$ cat config.mk
export PLATFORM = sky130hd
export DESIGN_NAME = bus_rr_arbit
export DESIGN_NICKNAME = d
export VERILOG_FILES = /design/src/rtl/bus_rr_arbit.sv
export SDC_FILE = /design/constraint.sdc
export NUM_CORES = 1
export LEC_CHECK = 0
export BUFFER_PORTS_ARGS = -buffer_cell sky130_fd_sc_hd__buf_2
export CAP_MARGIN = 20
export CORE_AREA = 2 2 39 41
export DETAILED_ROUTE_END_ITERATION = 6
export DIE_AREA = 0 0 41 43
export PLACE_DENSITY = 0.7
export SYNTH_ARGS = -nofsm -noshare
export SYNTH_HDL_FRONTEND = slang
export SYNTH_SLANG_ARGS = --single-unit
$ cat constraint.sdc
create_clock -name clk -period 3 [get_ports clk]
set_clock_uncertainty 0.2 [all_clocks]
set_input_delay 0.15 -clock clk [delete_from_list [all_inputs] [get_ports clk]]
set_output_delay 0.15 -clock clk [all_outputs]
set_load 0.02 [all_outputs]
$ cat src/rtl/bus_rr_arbit.sv
// Four-master round-robin bus arbiter with registered one-hot grants.
// Define BUS_RR_ARBIT_TIMEOUT_EN to force release after TIMEOUT owned cycles.
module bus_rr_arbit #(
  parameter int unsigned TIMEOUT = 16
) (
  input  logic       clk,
  input  logic       reset_n,
  input  logic       m0_req,
  input  logic       m1_req,
  input  logic       m2_req,
  input  logic       m3_req,
  output logic       m0_grant,
  output logic       m1_grant,
  output logic       m2_grant,
  output logic       m3_grant,
  output logic [1:0] grant_id,
  output logic       bus_busy,
  output logic       timeout_flag
);

  typedef enum logic {
    IDLE,
    OWN
  } state_t;

  state_t     state;
  logic [3:0] req;
  logic [3:0] grant_q;
  logic [1:0] last_id;
  logic [1:0] pick_id;
  logic       pick_found;
  logic       owner_req;
  logic [3:0] pick_onehot;

  if (TIMEOUT < 2 || TIMEOUT > 255) begin : g_bad_timeout
    $error("bus_rr_arbit: TIMEOUT must lie in 2..255");
  end

  assign req       = {m3_req, m2_req, m1_req, m0_req};
  assign owner_req = |(req & grant_q);

  // Search last_id+1 .. last_id+4, so the previous owner always ranks last.
  always_comb begin
    logic [1:0] idx;
    idx        = 2'd0;
    pick_found = 1'b0;
    pick_id    = last_id;
    for (int i = 1; i <= 4; i++) begin
      idx = last_id + 2'(i);
      if (!pick_found && req[idx]) begin
        pick_found = 1'b1;
        pick_id    = idx;
      end
    end
  end

  assign pick_onehot = 4'b0001 << pick_id;

`ifdef BUS_RR_ARBIT_TIMEOUT_EN
  localparam logic [7:0] TENURE_LAST = 8'(TIMEOUT - 1);

  logic [7:0] tenure;
  logic       timeout_q;

  assign timeout_flag = timeout_q;

  always_ff @(posedge clk or negedge reset_n) begin
    if (!reset_n) begin
      state     <= IDLE;
      grant_q   <= 4'b0000;
      grant_id  <= 2'd0;
      bus_busy  <= 1'b0;
      last_id   <= 2'd3;
      tenure    <= 8'd0;
      timeout_q <= 1'b0;
    end else begin
      timeout_q <= 1'b0;
      case (state)
        IDLE: begin
          if (pick_found) begin
            state    <= OWN;
            grant_q  <= pick_onehot;
            grant_id <= pick_id;
            bus_busy <= 1'b1;
            last_id  <= pick_id;
            tenure   <= 8'd0;
          end
        end
        OWN: begin
          if (owner_req && tenure != TENURE_LAST) begin
            if (tenure != 8'hFF)
              tenure <= tenure + 8'd1;
          end else if (pick_found) begin
            // Either a voluntary release or an eviction; the owner is still
            // eligible after an eviction but ranks behind everyone else.
            timeout_q <= owner_req;
            grant_q   <= pick_onehot;
            grant_id  <= pick_id;
            last_id   <= pick_id;
            tenure    <= 8'd0;
          end else begin
            state    <= IDLE;
            grant_q  <= 4'b0000;
            grant_id <= 2'd0;
            bus_busy <= 1'b0;
            tenure   <= 8'd0;
          end
        end
        default: state <= IDLE;
      endcase
    end
  end
`else
  assign timeout_flag = 1'b0;

  always_ff @(posedge clk or negedge reset_n) begin
    if (!reset_n) begin
      state    <= IDLE;
      grant_q  <= 4'b0000;
      grant_id <= 2'd0;
      bus_busy <= 1'b0;
      last_id  <= 2'd3;
    end else begin
      case (state)
        IDLE: begin
          if (pick_found) begin
            state    <= OWN;
            grant_q  <= pick_onehot;
            grant_id <= pick_id;
            bus_busy <= 1'b1;
            last_id  <= pick_id;
          end
        end
        OWN: begin
          if (owner_req) begin
            grant_q <= grant_q;
          end else if (pick_found) begin
            grant_q  <= pick_onehot;
            grant_id <= pick_id;
            last_id  <= pick_id;
          end else begin
            state    <= IDLE;
            grant_q  <= 4'b0000;
            grant_id <= 2'd0;
            bus_busy <= 1'b0;
          end
        end
        default: state <= IDLE;
      endcase
    end
  end
`endif

  assign m0_grant = grant_q[0];
  assign m1_grant = grant_q[1];
  assign m2_grant = grant_q[2];
  assign m3_grant = grant_q[3];

endmodule

==> flow_summary.ini <==
[sta]
max_freq_mhz = 562
finalCritPeriodShare_pct = 59.3
relSlewSlack_pct = 66.6
hold_viol_final = 0
finalMaxSlewViolations = 0
fin_tns_setup_ps = 0
finalSetupViolCount = 0
tightest_slew_ps = 495
rsz0062_at_grt = no
period_needed_ps = 1780

[floorplan]
rows = 14
die_y_um = 43
initial_core_util_pct = 36.3
ioPinCount = 14
fp.coreArea_um2 = 1380
die_width_um = 41
die_area_um2 = 1760

[cells_and_area]
final_cell_mix = buf_2, dfrtp_1, o21ai_0
nFillCells = 141
drive_gt1_share_pct = 34.4
final_common_cell = buf_2
num-nets-final = 68
area_growth_pct = 21.4
fin_area_um2 = 609
diodes = 0

[route]
drc = 0
vias_per_cell = 5.44
drt_iter0_drc = 12
vias = 419
first_pass_iters = 4
post_drt_wl_per_cell_um = 13.4
ant_nets = 0
totalWireLength_um = 1030

[power_and_ir_drop]
p_clk_share_pct = 15.5
pwr-share-comb_pct = 46.7
power_density_nw_per_um2 = 1020
p_total_uw = 622
p_leak_nw = 0.283
p_sw_uw = 244
ir_worst_vdd_uv = 368
internal-power_uw = 378
p_sw_share_pct = 39.2
seqPwrFrac_pct = 37.8

[synthesis]
yosys_warnings = 0
synth_seq_cells = 10
ys.flop_type = dfrtp_1
synth_cell_types = 24
synthTopCellsByArea = dfrtp_1, dfstp_2, a22o_1
synth_top_cell_by_area = dfrtp_1
synth_top_cell_area_share_pct = 39.9
synth_edf_count = 0
ys_seq_area_share_pct = 50.4
syn_nets = 51
synthCells = 45
syn_area_per_cell_um2 = 11.1
synth_async_sr_flop_share_pct = 100
syn_area_um2 = 502

[critical_path]
reg2regPathDepth = 4
cp_max_fo = 4
rr_endpoint = grant_id[0]
arrival_ps = 1740
required_ps = 2960
r2r_slack_ps = 1220
critPathKind = reg -> reg
rr_startpoint = last_id[0]
critPathCaptureType = flip-flop
start_kind = flip-flop

[clock_network]
clkSlewWorstSetupHoldPaths_ps = 60
cts.sink_count = 10
cts_resized = 0
numCtsBuffers = 3
cts_htree_levels = 1
holdBufCountCts = 2
post_cts_buffers = 0
clock_path_buffers = 2
clk_latency_ps = 270
ctsRootBufferMaster = clkbuf_4
cts_tree = yes

[global_route]
grt_start_max_net_pins = 11
grt_usage_pct = 14.4
grt_pass1_vias = 392
gr-total-overflow = 0
grt_pass1_wl_um = 1660
antenna_found_initial = 0

[placed_design]
dpl-instance-area_um2 = 563
place_hpwl_um = 744
numPortBuffers = 12
gp_congestion = 0.837

[min_path]
min_from = m3_req
hp-class = in -> reg
min_path_cells = 2
hold_end = state

[run]
maxCapViolCount = 0

[status]
status = finished clean
==> Yosys cell counts, drive strengths merged (2+ instances only) <==
library cell,count
nor3,2
o21a,2
nor2,2
dfrtp,8
buf,2
dfstp,2
nor2b,2
nand2b,2
o21ai,6
a22o,3
a32o,2
a21oi,2
o2bb2ai,2
==> logic make-up (layout without fill, tap and decap cells) <==
family,count (synthesis),in the layout,synth area share [%]
mux,1,1,2.99
buf+inv,3,19,4.49
compound gates,19,19,28.2
simple gates,11,11,13.2
other cells,1,1,0.747
flops,10,10,50.4
==> state kept, by name, indices dropped and copies added (netlist names) <==
register,cells
state,1
grant_q,4
last_id,2
bus_busy,1
grant_id,2
==> how the worst max path moves through the flow <==
stage / from / endpoint / slack, ps / cells after the start
after floorplan: last_id[0] / grant_id[0] / 1310 / 4
after global placement: last_id[0] / grant_id[0] / 1250 / 4
after detailed placement: last_id[0] / grant_id[0] / 1200 / 4
after CTS: last_id[0] / grant_id[0] / 1220 / 4
after global routing: last_id[0] / grant_id[0] / 1140 / 4
final: last_id[0] / grant_id[0] / 1220 / 4
==> stage by stage <==
stage	cells	util [%]	setup WS (ps)	hold slack (ps)
finish	77	44.0	1220	10.8
global route	77	44.0	1140	16.8
CTS	77	44.0	1220	3.57
detailed placement	71	40.7	1200	-175
global placement	71	40.7	1250	-180
floorplan	45	-	1310	-346
==> power by group through the flow <==
stage | registers [mW] | clock network, mW | logic [mW]
after CTS | 0.235 | 0.100 | 0.292
after detailed placement | 0.237 | 0 | 0.289
after floorplan | 0.276 | 0 | 0.170
after global placement | 0.239 | 0 | 0.286
final | 0.235 | 0.0962 | 0.290
after global routing | 0.241 | 0.108 | 0.319
==> area by class of cell <==
class,instances,area (um2),area share [%]
Clock buffer,4,26.3,4.31
Inverter,1,3.75,0.616
Multi-Input combinational cell,32,226,37.2
Sequential cell,10,253,41.5
Tap cell,16,20.0,3.29
Timing Repair Buffer,14,80.1,13.1
==> per-layer routing <==
| metal | global-route usage (%) | part of all wire [%] |
|---|---|---|
| met1 | 19.7 | 48 |
| met4 | 12.0 | 4.1 |
| met5 | 0 | 0 |
| met2 | 18.4 | 43 |
| met3 | 3.14 | 4.8 |
==> critical path: stages (launching register included) <==
cell      delay, ps
dfstp_2         530
nor2b_1          50
o21a_1          190
o311ai_1        450
a21bo_1         260
No activity file was read; power rests on OpenSTA's default activity.
